===== src/rtl/anita_trigger_buffer_manager.sv =====
// Trigger acceptance and round-robin hold-buffer manager for the TURF trigger path.
// Edge-detects enabled sources, holds a free buffer, issues a tagged digitize pulse, then enforces holdoff.
module anita_trigger_buffer_manager #(
    parameter int NUM_SRC   = 4,
    parameter int NUM_BUF   = 4,
    parameter int BUF_W     = 2,
    parameter int HOLD_DLY  = 4,
    parameter int HOLDOFF_W = 8,
    parameter int CNT_W     = 16
) (
    input  logic                 clk250_i,
    input  logic                 rst_n_i,
    input  logic [NUM_SRC-1:0]   trig_i,
    input  logic [NUM_SRC-1:0]   src_en_i,
    input  logic [HOLDOFF_W-1:0] holdoff_i,
    input  logic                 clear_i,
    input  logic [BUF_W-1:0]     clear_buffer_i,
    output logic                 digitize_o,
    output logic [BUF_W-1:0]     digitize_buffer_o,
    output logic [NUM_SRC-1:0]   digitize_source_o,
    output logic [NUM_BUF-1:0]   buffer_status_o,
    output logic [NUM_BUF-1:0]   HOLD_o,
    output logic                 dead_o,
    output logic [CNT_W-1:0]     trig_count_o,
    output logic [CNT_W-1:0]     lost_count_o
);
    localparam int CW = (HOLDOFF_W > 8) ? HOLDOFF_W : 8;

    typedef enum logic [1:0] {IDLE, ARM, DIGI, HOLDOFF} state_t;

    state_t               state_q, state_d;
    logic [NUM_SRC-1:0]   trig_q, trig_qq;
    logic [NUM_SRC-1:0]   edge_q, edge_d;
    logic [CW-1:0]        cnt_q, cnt_d;
    logic [BUF_W-1:0]     ptr_q, ptr_d;
    logic [NUM_BUF-1:0]   status_q, status_d;
    logic                 digitize_q, digitize_d;
    logic [BUF_W-1:0]     dig_buf_q, dig_buf_d;
    logic [NUM_SRC-1:0]   dig_src_q, dig_src_d;
    logic                 dead_q, dead_d;
    logic [CNT_W-1:0]     trig_cnt_q, trig_cnt_d;
    logic [CNT_W-1:0]     lost_cnt_q, lost_cnt_d;

    logic                 trig_fire;
    logic                 full;
    logic                 found;
    logic [BUF_W-1:0]     idx;
    logic [BUF_W-1:0]     free_idx;

    always_comb begin
        edge_d    = trig_q & ~trig_qq & src_en_i;
        trig_fire = |edge_q;
        full      = &status_q;

        // Round-robin search for the first free buffer starting at the pointer.
        found    = 1'b0;
        idx      = ptr_q;
        free_idx = ptr_q;
        for (int i = 0; i < NUM_BUF; i++) begin
            idx = ptr_q + BUF_W'(i);
            if (!found && !status_q[idx]) begin
                found    = 1'b1;
                free_idx = idx;
            end
        end

        state_d    = state_q;
        cnt_d      = cnt_q;
        ptr_d      = ptr_q;
        dig_buf_d  = dig_buf_q;
        dig_src_d  = dig_src_q;
        trig_cnt_d = trig_cnt_q;
        lost_cnt_d = lost_cnt_q;

        status_d = status_q;
        if (clear_i) status_d[clear_buffer_i] = 1'b0;

        case (state_q)
            IDLE: begin
                if (trig_fire && !full) begin
                    dig_buf_d          = free_idx;
                    dig_src_d          = edge_q;
                    status_d[free_idx] = 1'b1;
                    cnt_d              = CW'(HOLD_DLY - 1);
                    ptr_d              = free_idx + BUF_W'(1);
                    state_d            = ARM;
                end
            end
            ARM: begin
                if (cnt_q == '0) state_d = DIGI;
                else             cnt_d   = cnt_q - 1'b1;
            end
            DIGI: begin
                if (holdoff_i == '0) begin
                    state_d = IDLE;
                end else begin
                    cnt_d   = CW'(holdoff_i - HOLDOFF_W'(1));
                    state_d = HOLDOFF;
                end
            end
            HOLDOFF: begin
                if (cnt_q == '0) state_d = IDLE;
                else             cnt_d   = cnt_q - 1'b1;
            end
            default: state_d = IDLE;
        endcase

        // Status is only seen one cycle late, so a same-cycle clear cannot rescue a full trigger.
        if (trig_fire && !(state_q == IDLE && !full) && (lost_cnt_q != '1))
            lost_cnt_d = lost_cnt_q + 1'b1;

        digitize_d = (state_d == DIGI);
        if (digitize_d) trig_cnt_d = trig_cnt_q + 1'b1;

        dead_d = (state_d != IDLE) | (&status_d);
    end

    always_ff @(posedge clk250_i or negedge rst_n_i) begin
        if (!rst_n_i) begin
            state_q    <= IDLE;
            trig_q     <= '1;
            trig_qq    <= '1;
            edge_q     <= '0;
            cnt_q      <= '0;
            ptr_q      <= '0;
            status_q   <= '0;
            digitize_q <= 1'b0;
            dig_buf_q  <= '0;
            dig_src_q  <= '0;
            dead_q     <= 1'b0;
            trig_cnt_q <= '0;
            lost_cnt_q <= '0;
        end else begin
            state_q    <= state_d;
            trig_q     <= trig_i;
            trig_qq    <= trig_q;
            edge_q     <= edge_d;
            cnt_q      <= cnt_d;
            ptr_q      <= ptr_d;
            status_q   <= status_d;
            digitize_q <= digitize_d;
            dig_buf_q  <= dig_buf_d;
            dig_src_q  <= dig_src_d;
            dead_q     <= dead_d;
            trig_cnt_q <= trig_cnt_d;
            lost_cnt_q <= lost_cnt_d;
        end
    end

    assign digitize_o        = digitize_q;
    assign digitize_buffer_o = dig_buf_q;
    assign digitize_source_o = dig_src_q;
    assign buffer_status_o   = status_q;
    assign HOLD_o            = status_q;
    assign dead_o            = dead_q;
    assign trig_count_o      = trig_cnt_q;
    assign lost_count_o      = lost_cnt_q;

endmodule


===== config.mk =====
export PLATFORM = sky130hd
export DESIGN_NAME = anita_trigger_buffer_manager
export DESIGN_NICKNAME = d
export VERILOG_FILES = /design/src/rtl/anita_trigger_buffer_manager.sv
export SDC_FILE = /design/constraint.sdc
export NUM_CORES = 1
export LEC_CHECK = 0
export CORE_AREA = 4 4 67 131
export CTS_CLUSTER_SIZE = 16
export DETAILED_ROUTE_END_ITERATION = 10
export DIE_AREA = 0 0 71 135
export GPL_ROUTABILITY_DRIVEN = 0
export GPL_TIMING_DRIVEN = 1
export PLACE_DENSITY = 0.76
export SYNTH_ARGS = -nofsm -noshare
export SYNTH_HDL_FRONTEND = slang
export SYNTH_SLANG_ARGS = --single-unit

===== constraint.sdc =====
create_clock -name clk250_i -period 6.4 [get_ports clk250_i]
set_clock_uncertainty 0.1 [all_clocks]
set_input_delay 1.28 -clock clk250_i [delete_from_list [all_inputs] [get_ports clk250_i]]
set_output_delay 1.28 -clock clk250_i [all_outputs]
set_load 0.03 [all_outputs]

## Word level (Yosys, flattened, before mapping)

Cells that the tools add are included.

- Flip-flop bits (word level): 68
- Output and inout bits: 48
- Word-level logic and storage cells: 100

- Add/sub/neg operators: 8
- Magnitude comparators: 8
- Equality and inequality tests: 8
- Muxes and demuxes: 30
- Bitwise gates (word level): 7
- Reductions and logical operators: 26

Operators by type and width:

| cell | count |
|---|---|
| $add 16x1->16 const B | 2 |
| $mux 8 | 3 |
| $pmux 8 s3 | 1 |
| $lt 2x3->1 const B | 6 |
| $logic_not 8->1 | 2 |
| $ne 16x16->1 const B | 1 |
| $sub 8x1->8 const B | 2 |
| $mux 2 | 7 |
| $and 4x4->4 | 3 |
| $mux 4 | 3 |
| $logic_and 1x1->1 | 9 |
| $mux 1 | 9 |
| $bmux 1 s2 | 4 |
| $not 4->4 | 2 |
| $pmux 2 s4 | 1 |
| $reduce_and 4->1 | 2 |
| $logic_not 1->1 | 7 |
| $eq 2x2->1 const B | 3 |
| $ne 2x2->1 const B | 3 |
| $add 2x1->2 const B | 2 |
| $add 2x2->2 const B | 2 |
| $demux 1 s2 | 2 |
| $ge 2x1->1 const B | 2 |
| $or 4x4->4 | 1 |
| 8 further kinds | 8 |

## Longest topological paths before layout

- Depth after elaboration: 21
- Gate-level depth with buffers: 8
- Gate-level depth less buffers: 8

## Worst setup path after synthesis

Ideal clock, no wire load.

- Kind: input -> register
- From: in holdoff_i[1]
- To: reg cnt_q[2]
- Arrival time: 2.994 ns
- Required time: 6.222 ns
- Path slack: 3.228 ns
- Stages on the path: 6
- Buffers on the path: 1
- Cells stage by stage: or4_1 -> o41ai_1 -> a21boi_4 -> and2_1 -> buf_2 -> o2bb2ai_1

- Longest elaborated chain between the ends: 3

RTL lines:

| what | RTL line | RTL |
|---|---|---|
| from (decl) | 15 | `input logic [HOLDOFF_W-1:0] holdoff_i,` |
| $sub 8x1->8 / $logic_not 8->1 (equally long branches) | 97, 94 |  |
| $mux 8 / $ne 2x2->1 (equally long branches) | n/a |  |
| $pmux 8 s3 / $reduce_and 3->1 (equally long branches) | n/a |  |
| to (signal assigned) | 138 | `cnt_q <= cnt_d;` |
| to (decl) | 34 | `logic [CW-1:0] cnt_q, cnt_d;` |

Parallel ways exist; a longest one is shown, timed or not. The select of a mux whose other input is x is not followed.
A chain may end at the register's enable or synchronous reset.

## Worst setup path in the final report

- From: in holdoff_i[1]
- To: reg cnt_q[3]

The elaborated chain is that of the path after synthesis.

==> impl_metrics.env <==
export IMPL_wl_per_cell_um=15.2
export IMPL_end_kind="register"
export IMPL_syn_area_sq_um=3200
export IMPL_vias=2419
export IMPL_seqPwrFrac_pct=38.6
export IMPL_crit_slowest_cell="or4_1"
export IMPL_slew_limit_headroom_pct=34.0
export IMPL_yosysUniqueCellTypes=51
export IMPL_grt_setup_unrepaired="false"
export IMPL_post_cts_setup_buffers=0
export IMPL_die_width_um=71
export IMPL_via_per_inst=5.28
export IMPL_power_switching_mw=0.621
export IMPL_clock_latency_ns=0.32
export IMPL_multiInputGateArea_sq_um=1390
export IMPL_cts_tree="yes"
export IMPL_antennaDiodeCount=0
export IMPL_io_pins=69
export IMPL_area_growth_pct=32.3
export IMPL_drive_above_1_share_pct=10.8
export IMPL_whs_ns=0.264
export IMPL_syn_inst=287
export IMPL_port_buffers=68
export IMPL_ys_async_sr_fraction_pct=100
export IMPL_switching_share_pct=36.6
export IMPL_fin_util_pct=54.0
export IMPL_critPathMaxFanout=10
export IMPL_finalHoldViolCount=0
export IMPL_p_per_area_nw_per_um2=401
export IMPL_std_cell_rows=46
export IMPL_internal_power_mw=1.08
export IMPL_synth_seq_area_share_pct=53.5
export IMPL_status="finished clean"
export IMPL_grt_pass1_wl_mm=11.8
export IMPL_synth_enable_flop_cells=0
export IMPL_syn_nets=313
export IMPL_cpPeakStageDelay_ns=0.63
export IMPL_drt_iter0_drc=172
export IMPL_setup_tns_ns=0
export IMPL_ys_warn_count=0
export IMPL_cts_hold_buf=0
export IMPL_tightest_slew_ns=0.984
export IMPL_worstPathRequired_ns=6.54
export IMPL_min_path_type="reg -> reg"
export IMPL_max_cap_violations=0
export IMPL_power_frac_clock_pct=27.0
export IMPL_power_mw=1.70
export IMPL_grt_pass1_vias=2457
export IMPL_clk_path_buf_depth=2
export IMPL_first_pass_iters=4
export IMPL_crit_type="in -> reg"
export IMPL_fin_crit_ns=3.56
export IMPL_synth_ff_type="dfrtp_1"
export IMPL_num_fill_cells=700
export IMPL_grt_max_degree=69
export IMPL_finalSetupViolations=0
export IMPL_htreeDepth=3
export IMPL_synth_seq_cells=68
export IMPL_crit_buf_inv=1
export IMPL_cp_top_family="compound AO/OA/AOI/OAI gates"
export IMPL_leakage_nw=1.85
export IMPL_place_ws_ns=2.55
export IMPL_start_util_pct=40.9
export IMPL_nets=383
export IMPL_grt_use_total_pct=15.6
export IMPL_peakVddDrop_v=0.000349
export IMPL_wirelength_mm=6.95
export IMPL_hpwlAfterDp_mm=4.89
export IMPL_clkTransAtPathRegs_ns=0.05
export IMPL_cp_data_arrival_time_ns=3.69
export IMPL_cts_sinks=68
export IMPL_die_h_um=135
export IMPL_fmax_mhz=281
export IMPL_worstPathCellList="clkdlybuf4s50_1 -> or4_1 -> o41ai_1 -> a21boi_4 -> and2_1 -> o2bb2ai_1"
export IMPL_seqCellArea_sq_um=1710
export IMPL_cts_made_buffers=9
export IMPL_slew_viol_final=0
export IMPL_drcViolationCount=0
export IMPL_ant_nets=0
export IMPL_grt_overflow_total=0
export IMPL_syn_area_per_cell_sq_um=11.1
export IMPL_antenna_found_initial=0
export IMPL_cts_root_buf="clkbuf_16"
export IMPL_cts_resized=0
export IMPL_die_area_sq_um=9590
export IMPL_worst_setup_path_start_kind="input port"
export IMPL_power_frac_comb_pct=34.3
export IMPL_coreArea_sq_um=7830
export IMPL_fin_crit_sh_pct=55.6
export IMPL_setup_ws_ns=2.84
[cells in the mapped netlist (all sizes together) (6+ instances only)]
| master | count | area [sq um] |
|---|---|---|
| dfrtp | 60 | 1500 |
| mux2i | 7 | 70.1 |
| nand3 | 15 | 87.6 |
| nand2 | 21 | 78.8 |
| xnor2 | 16 | 140 |
| a21oi | 7 | 35.0 |
| nor2 | 28 | 105 |
| inv | 10 | 37.5 |
| o21ai | 8 | 40.0 |
| nor3 | 10 | 75.1 |
| nand4 | 6 | 52.6 |
| o2bb2ai | 8 | 70.1 |
| xor2 | 19 | 166 |
| buf | 8 | 47.6 |
| dfstp | 8 | 210 |
[state kept, by name, indices dropped and copies added (netlist names)]
name / count
lost_count_o: 16
trig_count_o: 16
cnt_q: 8
HOLD_o: 4
digitize_source_o: 4
edge_q: 4
trig_q: 4
trig_qq: 4
digitize_buffer_o: 2
ptr_q: 2
state_q: 2
dead_o: 1
digitize_o: 1
[worst register-to-register path, stage by stage, from the launching register on]
cell and delay (ns):
dfrtp_1 0.88, o31ai_1 0.31, a211oi_1 0.84, nand3_1 0.21, xnor2_1 0.18
[kinds of logic (layout without fill, tap and decap cells)]
logic type	count (synthesis)	count (layout)	synth area share [%]
AOI/OAI and AO/OA	43	43	10.2
xor gates and xnor gates	35	35	9.59
adders and majority gates	5	5	1.96
buffers and inverters	20	95	2.90
DFF	68	68	53.5
muxes	9	9	2.90
and+or+nand+nor	107	107	19.0
[metal layers]
metal | part of all wire, % | GRT usage (%) | up-vias
met2 | 48 | 24.0 | 94
met4 | 2.1 | 6.80 | 0
li1 | - | - | 1156
met3 | 6.2 | 4.55 | 14
met5 | 0 | 0 | -
met1 | 44 | 20.3 | 1155
[layout make-up]
cell class              instances  share of cell area [%]
well taps                      96                    2.84
multi-input cells             199                    32.9
inverters                      10                   0.887
clock inverters                 2                   0.237
clock buffers                  14                    6.48
flip-flops and latches         68                    40.5
repair buffers                 69                    16.1
[layout by cell type, fill, tap and decap left out, types with 2 or more instances in the layout]
cell / synthesis / layout
inv_1: 10 / 10
dfrtp_1: 60 / 60
xnor2_1: 16 / 16
nor4_1: 2 / 2
and2_1: 3 / 3
mux2_2: 2 / 2
ha_1: 5 / 5
nand2b_1: 2 / 2
o31ai_1: 4 / 4
a22o_1: 4 / 4
and3_1: 5 / 5
nor2_1: 28 / 28
mux2i_1: 7 / 7
nor2b_1: 2 / 2
or4_1: 3 / 3
clkbuf_1: 2 / 2
o21ai_0: 8 / 8
a21oi_1: 7 / 7
nor3_1: 5 / 5
a21o_1: 2 / 2
clkinv_2: 0 / 2
nor3_2: 5 / 5
xor2_1: 19 / 19
dfstp_2: 8 / 8
nand2_1: 21 / 21
nand3_1: 14 / 14
or3_1: 2 / 2
clkdlybuf4s50_1: 0 / 67
clkbuf_16: 0 / 9
clkbuf_8: 0 / 3
nand4_1: 5 / 5
o2bb2ai_1: 8 / 8
[power groups by stage]
| stage | logic (mW) | clock network [mW] | registers, mW |
|---|---|---|---|
| after detailed placement | 0.584 | 0 | 0.657 |
| after global placement | 0.561 | 0 | 0.650 |
| after CTS | 0.587 | 0.474 | 0.653 |
| after floorplan | 0.320 | 0 | 0.708 |
| after global routing | 0.638 | 0.492 | 0.672 |
| final | 0.582 | 0.459 | 0.656 |
[worst paths after layout]
| path | startpoint | slack (ns) | cells after the start | end |
|---|---|---|---|---|
| setup / recovery | holdoff_i[1] | 2.84 | 6 | cnt_q[3] |
| hold / removal | trig_q[0] | 0.26 | 0 | trig_qq[0] |
| setup reg to reg | state_q[0] | 3.76 | 4 | lost_count_o[7] |
| hold reg to reg | trig_q[0] | 0.26 | 0 | trig_qq[0] |
| max in group asynchronous | rst_n_i | 4.62 | 2 | trig_count_o[6] |
| min in group asynchronous | rst_n_i | 1.04 | 2 | HOLD_o[2] |
[stage by stage]
stage	area [sq um]	std cells
floorplan	3200	287
global placement	3950	442
detailed placement	3950	442
CTS	4230	458
global route	4230	458
finish	4230	458
(Power assumes the default switching activity.)
